--- src/rtl/cpu_pkg.sv ---
// Shared constants and state type for the lab CPU fetch path.
// Imported by the fetch sequencer and its PC register.
package cpu_pkg;

    localparam int ADDR_W   = 8;
    localparam int INSTR_W  = 9;
    localparam int RESET_PC = 0;

    typedef enum logic [1:0] {
        IDLE = 2'd0,
        RUN  = 2'd1,
        HALT = 2'd2
    } fetch_state_t;

endpackage

--- src/rtl/fetch_sequencer_pc_reg.sv ---
// Program counter with load, increment and hold.
// Increment wraps modulo 2**ADDR_W with no carry out.
module pc_reg #(
    parameter int ADDR_W   = cpu_pkg::ADDR_W,
    parameter int RESET_PC = cpu_pkg::RESET_PC
) (
    input  logic              clk,
    input  logic              reset,
    input  logic              load,
    input  logic              inc,
    input  logic [ADDR_W-1:0] load_value,
    output logic [ADDR_W-1:0] pc
);

    // PC update: load wins over increment, otherwise hold.
    always_ff @(posedge clk) begin
        if (reset) begin
            pc <= ADDR_W'(RESET_PC);
        end else if (load) begin
            pc <= load_value;
        end else if (inc) begin
            pc <= pc + ADDR_W'(1);
        end
    end

endmodule

--- src/rtl/fetch_sequencer.sv ---
// PC and fetch controller: IDLE/RUN/HALT sequencing of the ROM.
// Define FETCH_INSTR_COUNT_EN to build the retired-instruction counter.
module fetch_sequencer #(
    parameter int ADDR_W   = cpu_pkg::ADDR_W,
    parameter int INSTR_W  = cpu_pkg::INSTR_W,
    parameter int RESET_PC = cpu_pkg::RESET_PC
) (
    input  logic               clk,
    input  logic               reset,
    input  logic               start,
    input  logic               stall,
    input  logic               branch_taken,
    input  logic [ADDR_W-1:0]  branch_target,
    input  logic               halt,
    output logic [ADDR_W-1:0]  address,
    input  logic [INSTR_W-1:0] instruction,
    output logic [INSTR_W-1:0] instr_out,
    output logic [ADDR_W-1:0]  instr_pc,
    output logic               instr_valid,
    output logic               running,
    output logic               done,
    output logic [15:0]        instr_count
);

    import cpu_pkg::*;

    fetch_state_t      state;
    fetch_state_t      next_state;
    logic              pc_load;
    logic              pc_inc;
    logic [ADDR_W-1:0] pc_value;
    logic              fetch;
    logic              flush;

    pc_reg #(
        .ADDR_W   (ADDR_W),
        .RESET_PC (RESET_PC)
    ) u_pc (
        .clk        (clk),
        .reset      (reset),
        .load       (pc_load),
        .inc        (pc_inc),
        .load_value (pc_value),
        .pc         (address)
    );

    // State register.
    always_ff @(posedge clk) begin
        if (reset) begin
            state <= IDLE;
        end else begin
            state <= next_state;
        end
    end

    // Next state and PC/fetch controls; halt > branch > stall > advance.
    always_comb begin
        next_state = state;
        pc_load    = 1'b0;
        pc_inc     = 1'b0;
        pc_value   = ADDR_W'(RESET_PC);
        fetch      = 1'b0;
        flush      = 1'b0;
        unique case (state)
            IDLE: begin
                if (start) begin
                    next_state = RUN;
                    pc_load    = 1'b1;
                end
            end
            RUN: begin
                if (halt && instr_valid) begin
                    next_state = HALT;
                    flush      = 1'b1;
                end else if (branch_taken && instr_valid) begin
                    pc_load  = 1'b1;
                    pc_value = branch_target;
                    flush    = 1'b1;
                end else if (!stall) begin
                    fetch  = 1'b1;
                    pc_inc = 1'b1;
                end
            end
            HALT: begin
                if (start) begin
                    next_state = RUN;
                    pc_load    = 1'b1;
                end
            end
            default: begin
                next_state = IDLE;
            end
        endcase
    end

    // Fetch register; a flush drops the wrong-path or halting word.
    always_ff @(posedge clk) begin
        if (reset) begin
            instr_out   <= '0;
            instr_pc    <= '0;
            instr_valid <= 1'b0;
        end else if (flush) begin
            instr_valid <= 1'b0;
        end else if (fetch) begin
            instr_out   <= instruction;
            instr_pc    <= address;
            instr_valid <= 1'b1;
        end
    end

    assign running = (state == RUN);
    assign done    = (state == HALT);

`ifdef FETCH_INSTR_COUNT_EN
    logic        consume;
    logic        clear_count;
    logic [15:0] count_q;

    assign consume     = (state == RUN) && instr_valid && !stall;
    assign clear_count = start && (state != RUN);

    // Saturating count of consumed instructions, cleared on start.
    always_ff @(posedge clk) begin
        if (reset) begin
            count_q <= '0;
        end else if (clear_count) begin
            count_q <= '0;
        end else if (consume && (count_q != 16'hFFFF)) begin
            count_q <= count_q + 16'd1;
        end
    end

    assign instr_count = count_q;
`else
    assign instr_count = '0;
`endif

endmodule

--- config.mk ---
export PLATFORM = sky130hd
export DESIGN_NAME = fetch_sequencer
export DESIGN_NICKNAME = d
export VERILOG_FILES = /design/src/rtl/cpu_pkg.sv /design/src/rtl/fetch_sequencer_pc_reg.sv /design/src/rtl/fetch_sequencer.sv
export SDC_FILE = /design/constraint.sdc
export NUM_CORES = 1
export LEC_CHECK = 0
export BUFFER_PORTS_ARGS = -buffer_cell sky130_fd_sc_hd__buf_2
export CAP_MARGIN = 20
export CORE_ASPECT_RATIO = 0.8
export CORE_UTILIZATION = 48
export DETAILED_ROUTE_END_ITERATION = 8
export PLACE_DENSITY = 0.93
export SYNTH_ARGS = -nofsm -noshare
export SYNTH_HDL_FRONTEND = slang
export SYNTH_SLANG_ARGS = --single-unit
--- constraint.sdc ---
create_clock -name clk -period 3.8 [get_ports clk]
set_input_delay 0.19 -clock clk [delete_from_list [all_inputs] [get_ports clk]]
set_output_delay 0.19 -clock clk [all_outputs]
set_load 0.1 [all_outputs]
## After elaboration in Yosys (flattened, before gate mapping)

Cells that the tools add are included.

| storage, ports and cells | value |
|---|---|
| word-level logic and storage cells | 37 |
| output and inout port bits | 44 |
| bits in registers | 28 |

| operators by class | value |
|---|---|
| reductions and logical operators | 8 |
| eq/ne operators | 4 |
| add/subtract/negate cells | 1 |
| muxes and demuxes | 18 |
| bitwise logic cells | 1 |

Operators with widths:

| cell | count |
|---|---|
| $mux W8 | 5 |
| $mux W1 | 9 |
| $add A8 B1 Y8 const B | 1 |
| $mux W2 | 2 |
| $ne A2 B1 Y1 const B | 2 |
| $pmux W2 S2 | 1 |
| $reduce_and A2 Y1 | 2 |
| $reduce_or A2 Y1 | 2 |
| $eq A2 B1 Y1 const B | 1 |
| $eq A2 B2 Y1 const B | 1 |
| $logic_and A1 B1 Y1 | 2 |
| $logic_not A2 Y1 | 1 |
| $pmux W1 S2 | 1 |
| $reduce_bool A2 Y1 | 1 |
| $not A1 Y1 | 1 |

## Logic depth before layout (Yosys ltp)

| logic depth | value |
|---|---|
| depth in word-level cells | 6 |
| gate-level depth with buffers | 5 |
| mapped depth without buffers | 5 |

## By module

Synthesis repeated with hierarchy kept, for this count alone.

| unflattened totals | value |
|---|---|
| cell total of the unflattened synthesis | 172 |
| area, all modules | 1,591.5 µm² |

By module, submodules not included:

| module | sequential area each (µm²) | cells each | area an instance (µm²) | instances |
|---|---|---|---|---|
| fetch_sequencer | 400.4 | 119 | 1,127.3 | 1 |
| pc_reg | 160.2 | 53 | 464.2 | 1 |

## Worst setup path after synthesis

No wires, ideal clock.

| timing path | value |
|---|---|
| kind | register -> register |
| from | reg instr_valid |
| to | reg u_pc.pc[4] |
| data required time | 3.697 ns |
| stages on the path, launching flop included | 6 |
| path slack | 1.660 ns |
| data arrival time | 2.036 ns |
| clock period less this slack | 2.140 ns |
| path buffers | 1 |
| setup time | 0.103 ns |
| cell sequence | dfxtp_1 > and4b_1 > and2_1 > buf_4 > o32ai_1 > a2111oi_2 |

| between the ends | value |
|---|---|
| cells in the longest elaborated chain, start to end | 5 |

Ends and longest elaborated chain:

| item | line | RTL |
|---|---|---|
| from (decl) | fetch_sequencer.sv:19 | `output logic instr_valid,` |
| from (signal assigned) | fetch_sequencer.sv:101 | `instr_valid <= 1'b0;` |
| from (signal assigned) | fetch_sequencer.sv:103 | `instr_valid <= 1'b0;` |
| from (signal assigned) | fetch_sequencer.sv:107 | `instr_valid <= 1'b1;` |
| $logic_and A1 B1 Y1 | fetch_sequencer.sv:75 | `end else if (branch_taken && instr_valid) begin` |
| $mux W1 / $mux W8 (equally long branches) | fetch_sequencer.sv:75 |  |
| $mux W1 / $mux W8 (equally long branches) | fetch_sequencer.sv:72 | `if (halt && instr_valid) begin` |
| $pmux W1 S2 (tied with other cells) | fetch_sequencer.sv:64 | `unique case (state)` |
| $mux W8 / $reduce_bool A2 Y1 (equally long branches) | n/a |  |
| to (signal assigned) | fetch_sequencer_pc_reg.sv:18 | `pc <= ADDR_W'(RESET_PC);` |
| to (signal assigned) | fetch_sequencer_pc_reg.sv:20 | `pc <= load_value;` |
| to (signal assigned) | fetch_sequencer_pc_reg.sv:22 | `pc <= pc + ADDR_W'(1);` |
| to (decl) | fetch_sequencer_pc_reg.sv:12 | `output logic [ADDR_W-1:0] pc` |

Several ways; a longest one is shown, not always the timed one.
A chain may end at the register's enable or synchronous reset.

## Worst setup path in the final report

Ends and elaborated chain as after synthesis.

==> impl_metrics.json <==
{
  "clkPwrFrac_pct": 22.6,
  "die_width_um": 61.2,
  "area_growth_pct": 17.8,
  "final-max-slew-violation-count": 0,
  "cts_resized": 0,
  "die-area_um2": 3020,
  "core_um2": 2540,
  "drive_above_1_share_pct": 30.3,
  "cts_tree": "built",
  "synth_edf_count": 0,
  "cts_buffers": 3,
  "die_h_um": 49.4,
  "clk_latency_ps": 330,
  "grt_max_degree": 29,
  "seq_area_frac_synth_pct": 41.6,
  "clk_path_buf_depth": 2,
  "rsz0062_at_grt": "no",
  "synth_top_cell_area_share_pct": 41.6,
  "clockRootBuffer": "clkbuf_4",
  "p_int_uw": 387,
  "path_clk_slew_ps": 140,
  "min_period_ps": 1680,
  "place.gp.congestion": 0.808,
  "netlist_instances": 165,
  "end_kind": "flop",
  "final_core_util_pct": 62.4,
  "cts_setup_buffers": 0,
  "row_count": 16,
  "path_max_fanout": 9,
  "synth.avg_cell_area_um2": 8.16,
  "crit_chain": "and4b_1 > and2_1 > o32ai_1 > a2111oi_2",
  "via_per_inst": 5.08,
  "relSlewSlack_pct": 53.6,
  "worst_pin_slew_ps": 694,
  "diodes": 0,
  "status": "finished, final reports clean",
  "power_leakage_nw": 0.713,
  "synth-seq-cells": 28,
  "slowest_delay_ps": 450,
  "grt_usage_pct": 20.2,
  "drt_iter0_markers": 48,
  "largest_reg_flops": 9,
  "initial_core_util_pct": 53.0,
  "synth-async-reset-ratio_pct": 0,
  "power_frac_comb_pct": 29.0,
  "yosys.area.top_type": "dfxtp_1",
  "dr.pass1.iters": 4,
  "nets": 236,
  "num_vias": 1255,
  "yosys_warnings": 0,
  "critPathSlowestCell": "dfxtp_1",
  "netSwitchingFraction_pct": 39.1,
  "synthTopCellsByArea": "dfxtp_1, nand2_1, buf_4, a21oi_1, nor2_1",
  "arrival_ps": 1920,
  "grt_pass1_wl_um": 4650,
  "finalCritPeriodShare_pct": 44.2,
  "power.density_nw_per_um2": 401,
  "io-pin-count": 67,
  "numPortBuffers": 50,
  "cts_hold_buf": 0,
  "synth_area_um2": 1350,
  "fillCellCount": 243,
  "grt_pass1_vias": 1056,
  "hold_violations": 0,
  "remaining_drc_errors": 0,
  "fin_setup_tns_ps": 0,
  "irDropWorstVdd_v": 0.000180,
  "crit_required_ps": 4040,
  "dp_hpwl_um": 2130,
  "setup_viol": 0,
  "overflow": 0,
  "critPathLaunchType": "flop",
  "netlist-cell-type-count": 39,
  "min_path_type": "in -> reg",
  "antenna_found_initial": 0,
  "max_freq_mhz": 596,
  "finClkSkew_ps": 6.64,
  "drv_cap": 0,
  "p_seq_share_pct": 48.4,
  "cts.sinks": 28,
  "wl_per_cell_um": 12.2,
  "path_class": "reg -> reg",
  "p_sw_uw": 248,
  "final_antenna_net_count": 0,
  "synth_ff_type": "dfxtp_1",
  "htreeDepth": 1,
  "wirelength_um": 3020
}
## critical path, delay by kind of cell, from the launching register on
family,cells,cell delay (ps)
AND/OR/NAND/NOR,2,620
AO/OA/AOI/OAI,2,510
flip-flops,1,450
## worst paths after layout
path / start / endpoint / slack (ps) / depth (start not counted)
setup / recovery: instr_valid / u_pc.pc[4] / 2120 / 4
hold / removal: instruction[4] / instr_out[4] / 80 / 3
setup reg to reg: instr_valid / u_pc.pc[4] / 2120 / 4
hold reg to reg: instr_pc[3] / instr_pc[3] / 460 / 2
## per-layer routing
layer	vias to the layer above	global-route usage, %	routed length, um
met1	560	26.2	1360
met4	0	4.17	29
li1	633	-	-
met2	58	32.8	1370
met5	-	0	0
met3	4	5.84	268
## cell families after synthesis
logic type,share of synthesized area [%]
simple gates,24.2
buf+inv,12.7
fa+ha+maj,0.929
compound gates,19.6
xor+xnor,0.651
other cells,0.279
flops,41.6
## power groups by stage
stage | Sequential, mW | Combinational [mW] | Clock (mW)
final | 0.307 | 0.184 | 0.144
after global routing | 0.309 | 0.191 | 0.164
after CTS | 0.307 | 0.184 | 0.145
after detailed placement | 0.314 | 0.184 | 0
after global placement | 0.313 | 0.182 | 0
after floorplan | 0.359 | 0.124 | 0
## Yosys cell counts (2+ instances only)
| cell | n |
|---|---|
| a211oi_1 | 3 |
| a21oi_1 | 22 |
| a22oi_1 | 2 |
| a31o_2 | 2 |
| and2b_2 | 2 |
| and3_1 | 3 |
| buf_2 | 2 |
| buf_4 | 17 |
| clkbuf_1 | 5 |
| dfxtp_1 | 28 |
| inv_1 | 4 |
| nand2_1 | 39 |
| nand4_1 | 2 |
| nor2_1 | 8 |
| o221ai_1 | 2 |
## through the flow
stage	setup slack, ps	power (mW)	area (um^2)	hold slack [ps]	instances
after floorplan	1660	0.483	1400	326	180
after global placement	2260	0.496	1550	434	243
after detailed placement	2200	0.497	1550	440	243
after CTS	2140	0.636	1590	72.0	247
after global routing	1980	0.664	1590	49.3	247
final	2120	0.635	1590	75.8	247
## cell type report
cell class,count,area (um^2),area share [%]
Tap cell,36,45.0,2.84
Clock buffer,4,36.3,2.29
Multi-Input combinational cell,124,671,42.3
Sequential cell,28,561,35.4
Inverter,4,15.0,0.947
Timing Repair Buffer,51,258,16.3
## cells in the final DEF (no fill, tap or decap), drive strengths merged
| cell type | count |
|---|---|
| a2111oi | 1 |
| a211oi | 3 |
| a21oi | 22 |
| a221oi | 1 |
| a22oi | 2 |
| a31o | 2 |
| a31oi | 1 |
| and2 | 1 |
| and2b | 3 |
| and3 | 3 |
| and4b | 1 |
| buf | 51 |
| clkbuf | 4 |
| conb | 16 |
| dfxtp | 28 |
| ha | 1 |
| inv | 4 |
| nand2 | 39 |
| nand2b | 1 |
| nand3 | 2 |
| nand3b | 1 |
| nand4 | 2 |
| nor2 | 8 |
| nor3 | 1 |
| nor3b | 1 |
| nor4b | 1 |
| o211ai | 1 |
| o21a | 1 |
| o21ai | 2 |
| o221ai | 2 |
| o311ai | 1 |
| o32ai | 1 |
| o41ai | 1 |
| or4 | 1 |
| xnor2 | 1 |
(Power assumes the default switching activity.)
